[src/rtl/dmem_bus_arbiter.sv]
// dmem_bus_arbiter: three-master (CPU, DMA, debug) arbiter for the data-memory bus.
// Registered one-hot grant, hold-limited ownership and an AND-OR slave-side mux.
// Build option DMEM_ARB_ROUND_ROBIN_EN selects round-robin arbitration; otherwise
// fixed priority is used (debug > CPU > DMA).
module dmem_bus_arbiter #(
  parameter int unsigned MAX_HOLD = 8
) (
  input  logic        clk,
  input  logic        rst,
  input  logic [2:0]  m_req,
  output logic [2:0]  m_grant,
  input  logic [23:0] m_addr,
  input  logic [2:0]  m_wr,
  input  logic [2:0]  m_rd,
  input  logic [23:0] m_wr_data,
  output logic [7:0]  s_addr,
  output logic [7:0]  s_wr_data,
  output logic        s_wr,
  output logic        s_rd,
  input  logic [7:0]  s_rd_data,
  output logic [7:0]  m_rd_data,
  output logic        busy
);

  typedef enum logic {IDLE, OWNED} state_t;

  localparam logic [7:0] HOLD_LIMIT = 8'(MAX_HOLD - 1);

  state_t     state_q, state_d;
  logic [2:0] grant_q, grant_d;
  logic [7:0] hold_q, hold_d;
  logic [2:0] others;

`ifdef DMEM_ARB_ROUND_ROBIN_EN
  logic [1:0] ptr_q, ptr_d;

  // Search starts at the pointer and wraps 2->0.
  function automatic logic [2:0] pick(input logic [2:0] cand, input logic [1:0] start);
    logic [2:0] win;
    win = 3'b000;
    case (start)
      2'd1: begin
        if (cand[1])      win = 3'b010;
        else if (cand[2]) win = 3'b100;
        else if (cand[0]) win = 3'b001;
      end
      2'd2: begin
        if (cand[2])      win = 3'b100;
        else if (cand[0]) win = 3'b001;
        else if (cand[1]) win = 3'b010;
      end
      default: begin
        if (cand[0])      win = 3'b001;
        else if (cand[1]) win = 3'b010;
        else if (cand[2]) win = 3'b100;
      end
    endcase
    return win;
  endfunction
`else
  // Fixed priority: debug beats CPU beats DMA.
  function automatic logic [2:0] pick(input logic [2:0] cand);
    logic [2:0] win;
    win = 3'b000;
    if (cand[2])      win = 3'b100;
    else if (cand[0]) win = 3'b001;
    else if (cand[1]) win = 3'b010;
    return win;
  endfunction
`endif

  // State, grant, hold counter (and pointer) registers; reset aborts ownership at once.
  always_ff @(posedge clk or posedge rst) begin
    if (rst) begin
      state_q <= IDLE;
      grant_q <= 3'b000;
      hold_q  <= 8'd0;
`ifdef DMEM_ARB_ROUND_ROBIN_EN
      ptr_q   <= 2'd0;
`endif
    end else begin
      state_q <= state_d;
      grant_q <= grant_d;
      hold_q  <= hold_d;
`ifdef DMEM_ARB_ROUND_ROBIN_EN
      ptr_q   <= ptr_d;
`endif
    end
  end

  // Next-state: arbitrate from idle, re-arbitrate when the owner leaves, rotate at hold limit.
  always_comb begin
    state_d = state_q;
    grant_d = grant_q;
    hold_d  = hold_q;
    others  = m_req & ~grant_q;
    case (state_q)
      IDLE: begin
        hold_d = 8'd0;
        if (m_req != 3'b000) begin
`ifdef DMEM_ARB_ROUND_ROBIN_EN
          grant_d = pick(m_req, ptr_q);
`else
          grant_d = pick(m_req);
`endif
          state_d = OWNED;
        end
      end
      OWNED: begin
        if ((m_req & grant_q) == 3'b000) begin
          // Owner released; the remaining requesters compete at this same edge.
`ifdef DMEM_ARB_ROUND_ROBIN_EN
          grant_d = pick(m_req, ptr_q);
`else
          grant_d = pick(m_req);
`endif
          state_d = (m_req != 3'b000) ? OWNED : IDLE;
          hold_d  = 8'd0;
        end else if ((hold_q >= HOLD_LIMIT) && (others != 3'b000)) begin
`ifdef DMEM_ARB_ROUND_ROBIN_EN
          grant_d = pick(others, ptr_q);
`else
          grant_d = pick(others);
`endif
          hold_d  = 8'd0;
        end else if (hold_q != 8'hFF) begin
          hold_d = hold_q + 8'd1;
        end
      end
      default: begin
        state_d = IDLE;
        grant_d = 3'b000;
        hold_d  = 8'd0;
      end
    endcase
  end

`ifdef DMEM_ARB_ROUND_ROBIN_EN
  // Pointer tracks the index just after the most recently granted master.
  always_comb begin
    ptr_d = ptr_q;
    if (grant_d != grant_q) begin
      case (grant_d)
        3'b001:  ptr_d = 2'd1;
        3'b010:  ptr_d = 2'd2;
        3'b100:  ptr_d = 2'd0;
        default: ptr_d = ptr_q;
      endcase
    end
  end
`endif

  // AND-OR slave mux: only the granted master's lanes and strobes reach the slave.
  always_comb begin
    s_addr    = 8'd0;
    s_wr_data = 8'd0;
    s_wr      = 1'b0;
    s_rd      = 1'b0;
    for (int i = 0; i < 3; i++) begin
      s_addr    = s_addr    | ({8{grant_q[i]}} & m_addr[8*i +: 8]);
      s_wr_data = s_wr_data | ({8{grant_q[i]}} & m_wr_data[8*i +: 8]);
      s_wr      = s_wr      | (grant_q[i] & m_wr[i]);
      s_rd      = s_rd      | (grant_q[i] & m_rd[i]);
    end
  end

  assign m_grant   = grant_q;
  assign busy      = |grant_q;
  assign m_rd_data = s_rd_data;

endmodule

[config.mk]
export PLATFORM = sky130hd
export DESIGN_NAME = dmem_bus_arbiter
export DESIGN_NICKNAME = d
export VERILOG_FILES = /design/src/rtl/dmem_bus_arbiter.sv
export SDC_FILE = /design/constraint.sdc
export NUM_CORES = 1
export LEC_CHECK = 0
export ABC_AREA = 1
export CAP_MARGIN = 15
export CORE_MARGIN = 2
export CORE_UTILIZATION = 35
export CTS_CLUSTER_SIZE = 10
export DETAILED_ROUTE_END_ITERATION = 6
export DONT_BUFFER_PORTS = 1
export GPL_TIMING_DRIVEN = 0
export PLACE_DENSITY = 0.46
export SYNTH_ARGS = -nofsm -noshare
export SYNTH_HDL_FRONTEND = slang
export SYNTH_SLANG_ARGS = --single-unit
[constraint.sdc]
create_clock -name clk -period 1.42 [get_ports clk]
set_input_delay 0.284 -clock clk [delete_from_list [all_inputs] [get_ports clk]]
set_output_delay 0.284 -clock clk [all_outputs]
set_load 0.03 [all_outputs]
* Yosys cells after proc, flatten, opt, wreduce, memory -nomap -nowiden
Cells that the tools add are included.
Word-level totals: register bits 12
Operators by class: mux-type cells 17, bitwise gates (word level) 24, eq/ne operators 4, $add $sub $neg 1, order comparisons 1, reduce and logical (&&, ||, !) cells 6
Operator list (number):
- $and 8x8->8 | 6
- $or 8x8->8 | 4
- $mux 8 | 3
- $pmux 8 s2 | 1
- $mux 3 | 5
- $add 8x1->8 const B | 1
- $ge 8x3->1 const B | 1
- $mux 2 | 4
- $ne 8x8->1 const B | 1
- $and 1x1->1 | 6
- $and 3x3->3 | 2
- $pmux 3 s2 | 1
- $reduce_bool 3->1 | 2
- $ne 4x1->1 const B | 1
- $or 1x1->1 | 4
- $logic_not 3->1 | 1
- $ne 3x1->1 const B | 1
- $not 3->3 | 1
- $reduce_or 3->1 | 1
- $mux 1 | 2
- $ne 2x2->1 const B | 1
- $pmux 1 s2 | 1
- $reduce_and 2->1 | 1
- $logic_and 1x1->1 | 1
- $not 1->1 | 1

* Depth between registers and ports, before layout
Gate-level depths: netlist of the first run.
word-level depth 8, gate-level depth with buffers 10, mapped depth without buffers 10

* Worst setup path after synthesis of the first run
Ideal clock, no wire load.
path type register to output, start register grant_q[1], in the netlist m_grant[1], end output port s_addr[5], setup slack -0.145 ns, path buffers 2, arrival 1.281 ns, cell stages (with the launch flop) 5, cells stage by stage dfrtp_1 > buf_2 > buf_2 > nand2_1 > nand3_1
On the way: cells in the longest elaborated chain, start to end 3
RTL lines:
- start, declared | RTL line 30 | logic [2:0] grant_q, grant_d;
- start signal, assigned | RTL line 83 | grant_q <= grant_d;
- $and 8x8->8 | RTL line 160 | s_addr = s_addr | ({8{grant_q[i]}} & m_addr[8*i +: 8]);
- $or 8x8->8 (2 in a row) | RTL line 160
- end, declared | RTL line 16 | output logic [7:0] s_addr,
Every way passes these cells.

* Worst setup path after layout of the first run
start register grant_q[1], in the netlist m_grant[1], end output port s_wr_data[0]
On the way: cells in the longest elaborated chain, start to end 3
RTL lines:
- $and 8x8->8 | RTL line 161 | s_wr_data = s_wr_data | ({8{grant_q[i]}} & m_wr_data[8*i +: 8]);
- $or 8x8->8 (2 in a row) | RTL line 161
- end, declared | RTL line 17 | output logic [7:0] s_wr_data,
Every way passes these cells.

==> results of run 1 <==
## area by class of cell
class | instances | area share [%]
Timing Repair Buffer | 14 | 8.44
Sequential cell | 12 | 15.8
Clock buffer | 4 | 1.88
Multi-Input combinational cell | 149 | 59.6
Buffer | 14 | 7.33
Inverter | 20 | 3.96
Tap cell | 46 | 2.99
## final timing paths
check / endpoint / depth (start not counted) / start
min in group asynchronous: hold_q[1] / 2 / rst
worst min-delay path: state_q / 2 / m_req[1]
max in group asynchronous: m_grant[1] / 2 / rst
worst max-delay path: s_wr_data[0] / 4 / m_grant[1]
worst max register to register: m_grant[1] / 8 / m_grant[0]
worst min register to register: hold_q[7] / 2 / hold_q[7]
## per-layer routing
metal	GRT usage, %	share of wire, %
met5	0	0
met4	5.00	0.93
met3	2.17	5.4
met2	34.9	54
met1	22.5	39
## through the flow
stage | hold WS [ps] | area (um^2) | power [W] | setup slack, ps | utilization [%]
after floorplan | 148 | 1230 | 0.00210 | 47.4 | -
final | 155 | 1930 | 0.00381 | -153 | 58.7
after detailed placement | 223 | 1290 | 0.00231 | -95.1 | 39.2
after CTS | 142 | 1850 | 0.00366 | -172 | 56.3
after global routing | 137 | 1930 | 0.00403 | -196 | 58.7
after global placement | 218 | 1290 | 0.00230 | -74.4 | 39.2
## critical path: cells and delay by family, from the launching register on
kind	cells	cell delay, ps
buffers and inverters	2	310
DFF	1	510
and+or+nand+nor	2	200
## repair_timing
item / 4_1_cts / 5_1_grt
hold buffers: 1 / 0
buffers inserted: 6 / 3
cloned: 4 / 0
resized for setup: 93 / 12
pin swaps: 17 / 8
setup endpoints to repair: 19 / 25
endpoints found under the hold margin: 12 / 0
## kinds of logic after synthesis
| kind of cell | synth area share (%) |
|---|---|
| AND/OR/NAND/NOR | 55.0 |
| AO/OA/AOI/OAI | 3.81 |
| buffers and inverters | 14.0 |
| adder cells (fa/ha/maj) | 1.06 |
| XOR/XNOR | 0.741 |
| flip-flops | 25.4 |
## cells in the mapped netlist, drive strengths merged
cell type  instances
nand3             31
nor2              16
nand2             85
ha                 1
nor3               3
o211ai             2
clkbuf             1
o21ai              1
xor2               1
a21oi              5
dfrtp             12
nand4              3
or2                1
buf               13
inv               18
clkinv             2
## state kept, by name, summed over array words and instances (netlist names)
signal,count
hold_q,8
m_grant,3
state_q,1
## power by group through the flow
stage	clock [W]	combinational, W	sequential [W]
after global placement	0	0.00171	0.000581
after floorplan	0	0.00154	0.000557
after global routing	0.000298	0.00313	0.000598
final	0.000268	0.00295	0.000592
after detailed placement	0	0.00173	0.000582
after CTS	0.000281	0.00279	0.000593
==> flow_summary.toml, run 1 <==
[worst_setup_path]
endpoint_kind = "output pin"
critical-path-slowest-cell = "dfrtp_2"
crit_fanout = 5
worstSetupStartpointType = "flip-flop"
crit_chain = "buf_6 -> buf_8 -> nand2_2 -> nand3_4"
crit_type = "flip-flop to output pin"
critPathMaxStageDelay_ps = 510
rrSetupSlack_ps = 70
required_ps = 1140
arrival_ps = 1290

[yosys]
synth_cell_types = 25
synth.avg_cell_area_um2 = 6.06
syn-num-nets = 263
synth.cell_area_mm2 = 0.00118
ys_seq_elements = 12
ys_warn_count = 0
synth_area_leaders = "dfrtp_1 (25%), nand2_1 (25%), nand3_1 (13%)"
synth_top_area_share_pct = 25.4
netlist_instances = 195
ys_seq_area_share_pct = 25.4
post-synth-top-area-cell = "dfrtp_1"

[power]
p_leak_nw = 1.05
switching_share_pct = 56.1
ir_drop_mv = 1.27
power.clock.fraction_pct = 7.0
power_density_mw_per_mm2 = 1980
intPower_w = 0.00167
p_comb_share_pct = 77.5
seqPwrFrac_pct = 15.5
power_switching_w = 0.00214

[sta]
fmax_mhz = 636
tns_ps = -2510
setup_viol = 18
rsz0062_at_grt = "yes"
clock_skew_ps = 7.64
worst_slew_pin_slew_ps = 465
drv_slew = 0
min_period_over_period_pct = 111
hold_viol_final = 0
slew_headroom_pct = 68.9
layout_setup_ws_ps = -153
min_period_ps = 1570

[die]
die_width_um = 62.1
start_util_pct = 36.0
die-area_mm2 = 0.00386
rows = 21
dieHeight_um = 62.1
io_pins = 97
core_area_mm2 = 0.00328

[cells_and_area]
area_delta_synth_final_pct = 63.1
seq_area_um2 = 304
multi_input_area_mm2 = 0.00115
final_cell_mix = "nand2_1 (49), nand2_4 (27), nand3_4 (19)"
final_cells = 259
fillCellCount = 302
final_common_cell = "nand2_1"
n_antenna_cell = 0
drive_gt1_share_pct = 47.4
nets = 282

[clock_network]
clkTransAtPathRegs_ps = 70
clock_sinks = 12
cts_tree = "built"
htreeDepth = 1
clockBufferDepth = 2
insertion_delay_ps = 270
cts_buffers = 3
cts-root-buf = "clkbuf_4"

[routing]
dr.pass1.iters = 4
drc = 0
wire_per_inst_um = 14.0
drt_iter0_markers = 57
vias_per_cell = 5.13
postRouteAntennaNets = 0
wl_mm = 3.64
vias = 1329

[run_status]
violations = "negative setup slack"
status = "finished with violations"

[global_routing]
globalRoute.totalOverflow = 0
grt_pass1_wl_mm = 5.94
first_global_vias = 1277
grt_max_degree = 13
antenna_found_initial = 0
track_usage_pct = 18.7

[place]
io_buffers = 0
dp.cells = 241
hpwl_mm = 2.43
place.gp.congestion = 0.802

[run]
maxCapViolations = 0

[worst_hold_path]
hp-class = "input pin to flip-flop"
Power figures use the tool's default switching activity.
==> inputs of run 2 (changes only) <==
CORE_ASPECT_RATIO = 0.6   (was default)
SKIP_CTS_REPAIR_TIMING = 1   (was default)
TNS_END_PERCENT = 50   (was default)
==> run 2 against run 1 <==
The run ends with negative hold slack, negative setup slack left; register-to-register slack about the same; cell count is 3.5% lower; count of clock-buffer cells in the layout unchanged; clock skew decreased by 5.8 ps; via count is 1.7% lower; die area increased by 0.40%; sequential cell count did not move; power down 4.9%; utilization down 3.2 points; cell area fell by 6.6%; worst setup slack improved by 3.6 ps; critical endpoint is now s_addr[3]; highest routed layer unchanged.
==> flow_summary.toml, run 2 (synthesis gave the netlist of run 1 again) <==
[worst_setup_path]
crit_chain = "buf_6 -> buf_4 -> nand2_4 -> nand3_4"
required_ps = 1140
endpoint_kind = "output pin"
rrSetupSlack_ps = 70
crit_type = "flip-flop to output pin"
worstSetupStartpointType = "flip-flop"
critPathMaxStageDelay_ps = 500
arrival_ps = 1290
crit_fanout = 6
critical-path-slowest-cell = "dfrtp_2"

[global_routing]
globalRoute.totalOverflow = 0
grt_pass1_wl_mm = 4.73
antenna_found_initial = 0
track_usage_pct = 15.6
first_global_vias = 993
grt_max_degree = 13

[clock_network]
insertion_delay_ps = 240
cts_tree = "built"
htreeDepth = 1
clkTransAtPathRegs_ps = 60
clock_sinks = 12
cts-root-buf = "clkbuf_8"
cts_buffers = 3
clockBufferDepth = 2

[place]
place.gp.congestion = 0.792
hpwl_mm = 2.51
placed_cell_area_mm2 = 0.00129
io_buffers = 0
dp.cells = 240

[run_status]
status = "finished with violations"
violations = "negative hold slack, negative setup slack"

[sta]
drv_slew = 0
setup_viol = 18
hold_viol_final = 12
worst_slew_pin_slew_ps = 507
rsz0062_at_grt = "yes"
min_period_over_period_pct = 111
slew_headroom_pct = 66.1
min_period_ps = 1570
fmax_mhz = 637
layout_setup_ws_ps = -149
hold_ws_ps = -46.6
clock_skew_ps = 1.89

[routing]
dr.pass1.iters = 4
drt_iter0_markers = 32
postRouteAntennaNets = 0
drc = 0
vias = 1306
wire_per_inst_um = 14.9
wl_mm = 3.73
vias_per_cell = 5.22

[cells_and_area]
final_cells = 250
final_cell_mix = "nand2_1 (51), nand2_4 (21), nand3_4 (17), inv_1 (14), nor2_1 (14)"
final_common_cell = "nand2_1"
n_antenna_cell = 0
area_delta_synth_final_pct = 52.3
final_design_area_no_fill_mm2 = 0.00180
largest_register = "hold_q"
nets = 274
drive_gt1_share_pct = 44.9
largest_reg_flops = 8

[die]
start_util_pct = 36.5
rows = 16
io_pins = 97
die_width_um = 79.0
die-area_mm2 = 0.00387
core_area_mm2 = 0.00324
dieHeight_um = 49.0

[run]
maxCapViolations = 0

[power]
p_leak_nw = 0.972
power_density_mw_per_mm2 = 2010
ir_drop_mv = 1.13

[worst_hold_path]
hp-class = "input pin to async pin"
## run 2: area by class of cell
cell class	instances	area [um^2]
sequential	12	304
fill	306	1440
timing repair buffer	6	72.6
buffer	14	136
inverter	20	76.3
tap	45	56.3
clock buffer	4	55.1
multi-input combinational	149	1100
## run 2: metal layers
metal  wire, um  part of all wire (%)  track usage (%)  vias to the layer above
met4         17                  0.46             2.59                        0
met2       1780                    48             22.5                       73
met1       1610                    43             23.0                      604
met3        322                   8.6             4.81                        2
li1           -                     -                -                      627
met5          0                     0                0                        -
## run 2: through the flow
step | util [%] | hold WS (ps) | TNS [ps] | total power, W | worst slack [ps]
2_1_floorplan | - | 149 | -230 | 0.00210 | -25.6
3_3_place_gp | 39.7 | 232 | -2590 | 0.00229 | -204
3_5_place_dp | 39.7 | 237 | -3250 | 0.00232 | -244
4_1_cts | 41.4 | -26.8 | -8240 | 0.00271 | -514
5_1_grt | 55.5 | 0.106 | -2840 | 0.00381 | -182
6_report | 55.5 | -46.6 | -2150 | 0.00362 | -149
## run 2: worst paths after layout
| check | startpoint | to | depth (start not counted) |
|---|---|---|---|
| max in group asynchronous | rst | m_grant[1] | 1 |
| min in group clk | m_req[1] | state_q | 2 |
| setup reg to reg | hold_q[0] | m_grant[2] | 9 |
| hold reg to reg | hold_q[7] | hold_q[7] | 2 |
| hold / removal | rst | hold_q[1] | 1 |
| setup / recovery | m_grant[1] | s_addr[3] | 4 |
## run 2: power breakdown
group | internal (W) | total (W) | switching [W]
Combinational | 0.000902 | 0.00264 | 0.00173
Clock | 0.000246 | 0.000387 | 0.000141
Sequential | 0.000413 | 0.000601 | 0.000188
Total | 0.00156 | 0.00362 | 0.00206
## run 2: worst max-delay path: cells and delay by family (launching register included)
kind / cells / cell delay, ps
buffers and inverters: 2 / 340
flip-flops: 1 / 500
AND/OR/NAND/NOR: 2 / 190
==> inputs of run 3 (changes only) <==
CORE_ASPECT_RATIO = 0.5   (was 0.6)
==> run 3 against run 2 <==
The run ends with negative setup slack left; worst hold slack better by 230 ps; worst setup slack worse by 5.4 ps; count of clock-buffer cells in the layout unchanged; sequential power up 2%; cell count down 1.6%; via count down 3.7%; clock power down 3%; first-iteration DRC count up 97%; cell area unchanged; global-route usage up 0.66 points; sequential share of layout area unchanged; combinational power about the same.
==> flow_summary.toml, run 3 (synthesis gave the netlist of run 1 again) <==
[run_status]
status = "finished with violations"
violations = "negative setup slack"

[place]
place.gp.congestion = 0.719
hpwl_mm = 2.47
io_buffers = 0

[routing]
wl_mm = 3.43
vias_per_cell = 5.11
postRouteAntennaNets = 0
drt_iter0_markers = 63
drc = 0
vias = 1258
dr.pass1.iters = 4
wire_per_inst_um = 13.9

[sta]
clock_skew_ps = 1.46
drv_slew = 0
min_period_over_period_pct = 111
rsz0062_at_grt = "yes"
slew_headroom_pct = 68.7
tns_ps = -2120
fmax_mhz = 635
hold_viol_final = 0
layout_setup_ws_ps = -155
min_period_ps = 1570
worst_slew_pin_slew_ps = 468
setup_viol = 18

[global_routing]
grt_pass1_wl_mm = 4.87
globalRoute.totalOverflow = 0
antenna_found_initial = 0
grt_max_degree = 13
first_global_vias = 1087
track_usage_pct = 16.2

[die]
start_util_pct = 37.9
rows = 14
dieHeight_um = 45.1
die_width_um = 86.2
io_pins = 97
die-area_mm2 = 0.00389
core_area_mm2 = 0.00312

[cells_and_area]
n_antenna_cell = 0
largest_reg_flops = 8
nets = 275
area_delta_synth_final_pct = 52.3
final_cell_mix = "nand2_1 (51), nand2_2 (19), nand3_4 (18)"
largest_register = "hold_q"
drive_gt1_share_pct = 44.7
final_common_cell = "nand2_1"

[power]
power_density_mw_per_mm2 = 2000
finalPower_w = 0.00360
p_leak_nw = 0.931
ir_drop_mv = 1.37

[worst_setup_path]
required_ps = 1140
endpoint_kind = "output pin"
crit_type = "flip-flop to output pin"
worstSetupStartpointType = "flip-flop"
crit_fanout = 7
arrival_ps = 1290

[clock_network]
htreeDepth = 1
cts_buffers = 3
cts-root-buf = "clkbuf_8"
insertion_delay_ps = 240
cts_tree = "built"
clockBufferDepth = 2
clkTransAtPathRegs_ps = 50
clock_sinks = 12

[worst_hold_path]
hp-class = "input pin to flip-flop"

[run]
maxCapViolations = 0
run 3: cell types whose count changed in the layout (fill, tap and decap cells not counted), moves of 2 or more:
cell     before  now
buf_6         3    6
buf_4        12   10
nand2_4      21   14
nand2_2      12   19
run 3: cell type report:
type | instances | area [um^2]
buffer | 14 | 140
clock buffer | 4 | 55.1
fill | 283 | 1320
inverter | 20 | 76.3
multi-input combinational | 149 | 1080
sequential | 12 | 304
tap | 40 | 50.0
timing repair buffer | 7 | 92.6
run 3: routing by layer:
layer | vias up | global-route usage, % | share of wire, %
li1 | 630 | - | -
met1 | 579 | 20.5 | 41
met2 | 44 | 28.4 | 52
met3 | 5 | 3.29 | 5.5
met4 | 0 | 5.94 | 1.1
met5 | - | 0 | 0
run 3: worst paths after layout:
path / start / to / depth (start not counted) / slack [ps]
setup / recovery: m_grant[0] / s_addr[1] / 4 / -150
setup reg to reg: hold_q[0] / m_grant[2] / 9 / 110
min in group asynchronous: rst / hold_q[2] / 2 / 500
hold / removal: m_req[1] / state_q / 2 / 190
hold reg to reg: hold_q[7] / hold_q[7] / 2 / 570
max in group asynchronous: rst / m_grant[1] / 2 / 580
run 3: power by group:
part / total, W / internal (W) / switching, W
clock: 0.000374 / 0.000245 / 0.000129
combinational: 0.00262 / 0.000935 / 0.00168
sequential: 0.000611 / 0.000414 / 0.000197
total: 0.00360 / 0.00159 / 0.00201
run 3: metrics by stage:
step / cell area (um^2) / util, % / cells / hold WS [ps] / worst slack [ps]
final: 1800 / 57.7 / 246 / 187 / -155
after detailed placement: 1280 / 41.1 / 235 / 222 / -243
after floorplan: 1230 / - / 195 / 149 / -25.6
after global routing: 1800 / 57.7 / 246 / 203 / -182
after CTS: 1340 / 42.8 / 239 / -38.5 / -508
after global placement: 1280 / 41.1 / 235 / 223 / -230
run 3: critical path: stages (launching register included):
cell	delay (ps)
dfrtp_2	500
buf_6	180
buf_4	150
nand2_1	100
nand3_4	130
